### src/rtl/display_fifo_reader.sv
// Read-side engine for the 48-bit display DMA FIFO: prefetches packed pixel pairs
// into a small word buffer and delivers one 24-bit pixel per data-enable cycle.
module display_fifo_reader #(
    parameter int          BUF_DEPTH       = 4,
    parameter int          RD_LATENCY      = 2,
    parameter logic [23:0] UNDERFLOW_COLOR = 24'h000000,
    parameter int          CNT_WIDTH       = 16
) (
    input  logic                 clk_i,
    input  logic                 a_rstn_i,
    input  logic                 fifo_empty_i,
    output logic                 fifo_rd_en_o,
    input  logic                 fifo_rd_valid_i,
    input  logic [47:0]          fifo_rdata_i,
    input  logic                 frame_start_i,
    input  logic                 de_i,
    input  logic                 status_clr_i,
    output logic [23:0]          pixel_o,
    output logic                 pixel_de_o,
    output logic                 underflow_o,
    output logic [CNT_WIDTH-1:0] underflow_cnt_o
);

    localparam int PTR_W = (BUF_DEPTH > 1) ? $clog2(BUF_DEPTH) : 1;
    localparam int CNT_W = $clog2(BUF_DEPTH) + 1;
    localparam logic [CNT_W-1:0] DEPTH_C = CNT_W'(BUF_DEPTH);

    if (BUF_DEPTH < RD_LATENCY + 2 || (BUF_DEPTH & (BUF_DEPTH - 1)) != 0) begin : g_param_check
        $error("display_fifo_reader: BUF_DEPTH must be a power of 2 and >= RD_LATENCY+2");
    end

    logic [47:0]          r_mem [BUF_DEPTH];
    logic [PTR_W-1:0]     r_wr_ptr;
    logic [PTR_W-1:0]     r_rd_ptr;
    logic [CNT_W-1:0]     r_count;
    logic [CNT_W-1:0]     r_outstanding;
    logic [CNT_W-1:0]     r_discard;
    logic                 r_half;
    logic [23:0]          r_pixel;
    logic                 r_pixel_de;
    logic                 r_underflow;
    logic [CNT_WIDTH-1:0] r_uf_cnt;

    logic [CNT_W-1:0] w_credit;
    logic             w_rd_en;
    logic             w_accept;
    logic             w_have;
    logic             w_pop;
    logic             w_under;
    logic [47:0]      w_head;

    // Words already buffered plus words in flight may never exceed the buffer,
    // so every returned word is guaranteed a slot.
    assign w_credit = r_count + r_outstanding;
    assign w_rd_en  = !fifo_empty_i && (w_credit < DEPTH_C) && !frame_start_i;
    assign w_accept = fifo_rd_valid_i && (r_discard == '0) && !frame_start_i;
    assign w_have   = (r_count != '0);
    assign w_pop    = de_i && w_have && r_half;
    assign w_under  = de_i && !w_have;
    assign w_head   = r_mem[r_rd_ptr];

    assign fifo_rd_en_o    = w_rd_en;
    assign pixel_o         = r_pixel;
    assign pixel_de_o      = r_pixel_de;
    assign underflow_o     = r_underflow;
    assign underflow_cnt_o = r_uf_cnt;

    always_ff @(posedge clk_i) begin
        if (w_accept) begin
            r_mem[r_wr_ptr] <= fifo_rdata_i;
        end
    end

    always_ff @(posedge clk_i or negedge a_rstn_i) begin
        if (!a_rstn_i) begin
            r_wr_ptr      <= '0;
            r_rd_ptr      <= '0;
            r_count       <= '0;
            r_outstanding <= '0;
            r_discard     <= '0;
            r_half        <= 1'b0;
            r_pixel       <= '0;
            r_pixel_de    <= 1'b0;
            r_underflow   <= 1'b0;
            r_uf_cnt      <= '0;
        end else begin
            r_pixel_de <= de_i;
            if (de_i) begin
                if (w_have) begin
                    r_pixel <= r_half ? w_head[47:24] : w_head[23:0];
                end else begin
                    r_pixel <= UNDERFLOW_COLOR;
                end
            end

            case ({w_rd_en, fifo_rd_valid_i})
                2'b10:   r_outstanding <= r_outstanding + CNT_W'(1);
                2'b01:   r_outstanding <= r_outstanding - CNT_W'(1);
                default: r_outstanding <= r_outstanding;
            endcase

            if (status_clr_i) begin
                r_underflow <= 1'b0;
                r_uf_cnt    <= '0;
            end else if (w_under) begin
                r_underflow <= 1'b1;
                if (r_uf_cnt != '1) begin
                    r_uf_cnt <= r_uf_cnt + CNT_WIDTH'(1);
                end
            end

            // Frame start drops everything buffered and marks in-flight words for discard.
            if (frame_start_i) begin
                r_wr_ptr  <= '0;
                r_rd_ptr  <= '0;
                r_count   <= '0;
                r_half    <= 1'b0;
                r_discard <= r_outstanding - CNT_W'(fifo_rd_valid_i);
            end else begin
                if (fifo_rd_valid_i && (r_discard != '0)) begin
                    r_discard <= r_discard - CNT_W'(1);
                end
                if (w_accept) begin
                    r_wr_ptr <= r_wr_ptr + PTR_W'(1);
                end
                if (w_pop) begin
                    r_rd_ptr <= r_rd_ptr + PTR_W'(1);
                end
                if (de_i && w_have) begin
                    r_half <= ~r_half;
                end
                r_count <= r_count + CNT_W'(w_accept) - CNT_W'(w_pop);
            end
        end
    end

endmodule

### config.mk
export PLATFORM = sky130hd
export DESIGN_NAME = display_fifo_reader
export DESIGN_NICKNAME = d
export VERILOG_FILES = /design/src/rtl/display_fifo_reader.sv
export SDC_FILE = /design/constraint.sdc
export NUM_CORES = 1
export LEC_CHECK = 0
export ABC_AREA = 1
export CAP_MARGIN = 10
export CORE_AREA = 5 5 208 210
export DETAILED_ROUTE_END_ITERATION = 6
export DIE_AREA = 0 0 213 215
export PLACE_DENSITY = 0.41
export SETUP_SLACK_MARGIN = 0.4
export SYNTH_ARGS = -nofsm -noshare
export SYNTH_HDL_FRONTEND = slang
export SYNTH_SLANG_ARGS = --single-unit
### constraint.sdc
create_clock -name clk_i -period 3.25 [get_ports clk_i]
set_input_delay 0.65 -clock clk_i [delete_from_list [all_inputs] [get_ports clk_i]]
set_output_delay 0.65 -clock clk_i [all_outputs]
set_load 0.01 [all_outputs]
* After elaboration in Yosys (flattened, before gate mapping)
Memory sizes are Yosys's and may differ from the RTL's. Cells that the tools add are included.
Cells by class: mux-type cells 19, equality and inequality tests 3, add/subtract/negate cells 10, reduce and logical (&&, ||, !) cells 22, bitwise operators 1, order comparisons 1
Operators by type and width (count):
- 2-to-1 mux 16 bit | 3
- 2-to-1 mux 24 bit | 2
- adder 16 x 1 -> 16 bit, second input constant | 1
- != test 16 bit, second input constant | 1
- nonzero test 2 bit | 7
- 2-to-1 mux 3 bit | 3
- logical AND 1 bit | 8
- 2-to-1 mux 2 bit | 4
- 2-to-1 mux 1 bit | 6
- one-hot mux 3 bit (2 select lines) | 1
- nonzero test 3 bit | 2
- subtractor 3 x 1 -> 3 bit | 2
- subtractor 3 x 1 -> 3 bit, second input constant | 2
- adder 2 x 1 -> 2 bit, second input constant | 2
- adder 3 x 1 -> 3 bit | 1
- adder 3 x 1 -> 3 bit, second input constant | 1
- adder 3 bit | 1
- logical NOT 1 bit | 3
- logical NOT 3 bit | 1
- less-than comparator 3 bit, second input constant | 1
- == test 2 x 1 -> 1 bit, second input constant | 1
- == test 2 bit, second input constant | 1
- AND reduction 2 bit | 1
- inverter 1 bit | 1
Storage, ports and cells: output and inout port bits 43, word-level logic and storage cells 67, input bits 55, memories 1, memory bits (writable) 192, flip-flop bits (word level) 56
Memory list:
- r_mem | words 4, width 48, rd ports 1, clocked after memory_dff 0, wr ports 1, line 32 | logic [47:0] r_mem [BUF_DEPTH];

* Longest topological paths before layout
depth after elaboration 6, depth in mapped cells 12, gate-level depth less buffers 12

* Worst setup path before layout
No wires, ideal clock.
kind input port to flip-flop, start input port frame_start_i, end memory r_mem[0][0] (enable), buffers on the path 1, stages on the path 4, arrival 3.094 ns, library setup time 0.454 ns, data required time 2.796 ns, path slack -0.297 ns, cells stage by stage buf_2 nor2_1 inv_1 nor2_1
On the way: word-level cells in the longest chain between the ends 4
RTL lines:
- start, declared | line 15 | input logic frame_start_i,
- logical NOT 1 bit | line 56 | assign w_accept = fifo_rd_valid_i && (r_discard == '0) && !frame_start_i;
- logical AND 1 bit | line 56
- 2-to-1 mux 1 bit | line 69 | if (w_accept) begin
- 2-to-1 mux 1 bit (implied by the code) | line 70 | r_mem[r_wr_ptr] <= fifo_rdata_i;
- end, declared | line 32
No other way between the ends.

* Worst setup path after layout
start register r_outstanding[1], end output port fifo_rd_en_o
On the way: word-level cells in the longest chain between the ends 4
RTL lines:
- start, declared | line 36 | logic [CNT_W-1:0] r_outstanding;
- start signal, assigned | line 97 | 2'b10: r_outstanding <= r_outstanding + CNT_W'(1);
- start signal, assigned | line 98 | 2'b01: r_outstanding <= r_outstanding - CNT_W'(1);
- start signal, assigned | line 99 | default: r_outstanding <= r_outstanding;
- adder 3 bit | line 54 | assign w_credit = r_count + r_outstanding;
- less-than comparator 3 bit | line 55 | assign w_rd_en = !fifo_empty_i && (w_credit < DEPTH_C) && !frame_start_i;
- logical AND 1 bit (2 in a row) | line 55
- end, declared | line 12 | output logic fifo_rd_en_o,
No other way between the ends.

==> reports/metrics.csv <==
metric,value,unit
hpwl,15500,um
p_leak,4.67,nW
drcViolationCount,0,
synth_area_leaders,"edfxtp_1, dfrtp_1, nand2_1",
clock_sinks,248,
power,7.48,mW
first_iter_violations,353,
required,2.60,ns
die_h,215,um
place_area,0.0118,mm^2
cp_max_fo,3,
rsz0062_at_grt,no,
fin_area,0.0128,mm^2
wl_per_cell,17.0,um
end_kind,output pin,
yosysTopAreaCell,edfxtp_1,
initial_core_util,24.5,%
critPathArrivalTime,2.01,ns
via_per_inst,4.29,
cts_buffers,29,
nets,1055,
grt_max_degree,55,
area_delta_synth_final,26.1,%
criticalPathCategory,reg2out,
insertion_delay,0.55,ns
htree_levels,1,
die_x,213,um
hold_violations,0,
synth_edf_count,192,
cts_hold_buffers,0,
min_path_type,in2async,
grt_first_pass_wirelength,40900,um
fin_crit_sh,81.8,%
grt_pass1_vias,6742,
timing.fmax,0.376,GHz
gp_congestion,0.716,
n_antenna_cell,0,
syn_area_per_cell,11.6,um^2
synth_area,0.0101,mm^2
ios,98,
ys_warn_count,0,
ys_types,34,
ys_seq_area_share,70.7,%
antenna_found_initial,0,
cts_root_buf,clkbuf_16,
cts_tree,built,
dpl.cell_count,1490,
tightest_slew,0.662,ns
start_kind,register,
wl,26300,um
ant_nets,0,
slew_headroom,55.8,%
path_clk_slew,0.06,ns
hold_ws,0.0845,ns
async_flop_share,22.6,%
dieArea,0.0458,mm^2
core-area,0.0414,mm^2
vias,6634,
finalSetupViolations,0,
synthDominantCellAreaShare,56.9,%
p_per_area,585,mW/mm^2
finalCriticalPeriod,2.66,ns
finalMaxSlewViolations,0,
synth_flop_cell,edfxtp_1,
ys_seq_elements,248,
port_buffers,97,
peakVddDrop,0.457,mV
fin_cells,1546,
clock_skew,0.0227,ns
syn_nets,945,
overflow,0,
drt_first_pass_iters,4,
drive_above_1_share,8.34,%
netlist_instances,875,
finalSetupTns,0,ns
rows,75,
cts.path.max_buffers,3,
grtUsageTotal,11.4,%
cap_viol_max_count,0,
status,"finished, final reports clean",
[sequential cells by signal, indices dropped and copies added, names as in the netlist, 2 cells and up]
signal	count
r_discard	3
r_count	3
r_wr_ptr	2
r_outstanding	3
r_mem	192
underflow_cnt_o	16
pixel_o	24
r_rd_ptr	2
[synthesized netlist by cell type (all sizes together), types with 2 or more instances]
| library cell | instances |
|---|---|
| nand4 | 3 |
| a21oi | 6 |
| xnor2 | 5 |
| dfrtp | 56 |
| clkbuf | 21 |
| nand3 | 108 |
| o21bai | 3 |
| xor2 | 6 |
| nor2 | 82 |
| buf | 19 |
| o22ai | 25 |
| nand2 | 213 |
| inv | 41 |
| fa | 2 |
| edfxtp | 192 |
| nor3 | 3 |
| o21ai | 71 |
| ha | 13 |
[per-stage QoR]
stage / setup slack, ns / util [%]
after floorplan: -0.297 / -
after global placement: 0.365 / 28.6
after detailed placement: 0.350 / 28.6
after CTS: 0.507 / 30.8
after global routing: 0.428 / 30.9
final: 0.590 / 30.9
[critical path: stages (launching register included)]
cell and delay [ns]:
dfrtp_1 0.40, ha_1 0.28, inv_1 0.04, o31ai_2 0.20, inv_1 0.06, nand2_1 0.05
nand3_1 0.10, inv_1 0.06, dlygate4sd2_1 0.26
[report_power, final]
part	total, mW	switching, mW	leakage [nW]	internal [mW]
clock network	3.16	1.24	0.449	1.93
registers	3.65	0.0775	2.49	3.58
logic	0.666	0.369	1.74	0.297
total	7.48	1.68	4.67	5.80
[per-layer routing]
layer | track usage (%) | share of wire, % | vias to the layer above
li1 | - | - | 3257
met1 | 16.1 | 47 | 3221
met2 | 18.2 | 46 | 127
met3 | 2.41 | 5.0 | 29
met4 | 2.30 | 1.3 | 0
met5 | 0 | 0 | -
[cells by family (layout without fill, tap and decap cells)]
logic type      Yosys count  count (layout)  share of synthesized area [%]
simple gates            411             411                           17.0
fa+ha+maj                15              15                           2.00
flops                   248             248                           70.7
compound gates          108             108                           5.94
buf+inv                  82             214                           3.40
xor+xnor                 11              11                          0.951
[repair_timing]
action	in CTS	in global routing
endpoints found under the setup margin	1	1
buffers inserted	1	2
cloned	0	0
gates resized for setup	2	0
[cell type report]
class,instances,area (um^2)
inverter,42,159
tap,539,674
multi-input combinational,545,2660
fill,4239,28600
timing repair buffer,119,1190
sequential,248,7170
clock inverter,9,121
clock buffer,44,802
[final timing paths]
kind | from | to | slack, ns | cells after the start
worst min register to register | pixel_o[1]$_DFFE_PN0P_ | pixel_o[1]$_DFFE_PN0P_ | 0.50 | 2
worst max register to register | r_count[1]$_DFF_PN0_ | r_count[2]$_DFF_PN0_ | 0.96 | 12
worst min-delay path | a_rstn_i | r_outstanding[2]$_DFFE_PN0P_ | 0.08 | 1
min in group clk_i | pixel_o[1]$_DFFE_PN0P_ | pixel_o[1]$_DFFE_PN0P_ | 0.50 | 2
max in group asynchronous | a_rstn_i | pixel_o[14]$_DFFE_PN0P_ | 2.30 | 3
worst max-delay path | r_outstanding[1]$_DFFE_PN0P_ | fifo_rd_en_o | 0.59 | 8
[placed cells by master (no fill, tap or decap), drive strengths merged]
master         count
nand2            213
edfxtp           192
nand3            108
clkdlybuf4s50     95
nor2              82
o21ai             71
dfrtp             56
clkbuf            44
inv               42
o22ai             25
buf               23
ha                13
a21oi              6
xor2               6
clkinv             6
xnor2              5
nor3               3
nand4              3
o21bai             3
bufinv             3
fa                 2
o31ai              1
and3               1
and2               1
o211ai             1
o21a               1
dlygate4sd2        1
No activity file was read; power rests on OpenSTA's default activity.
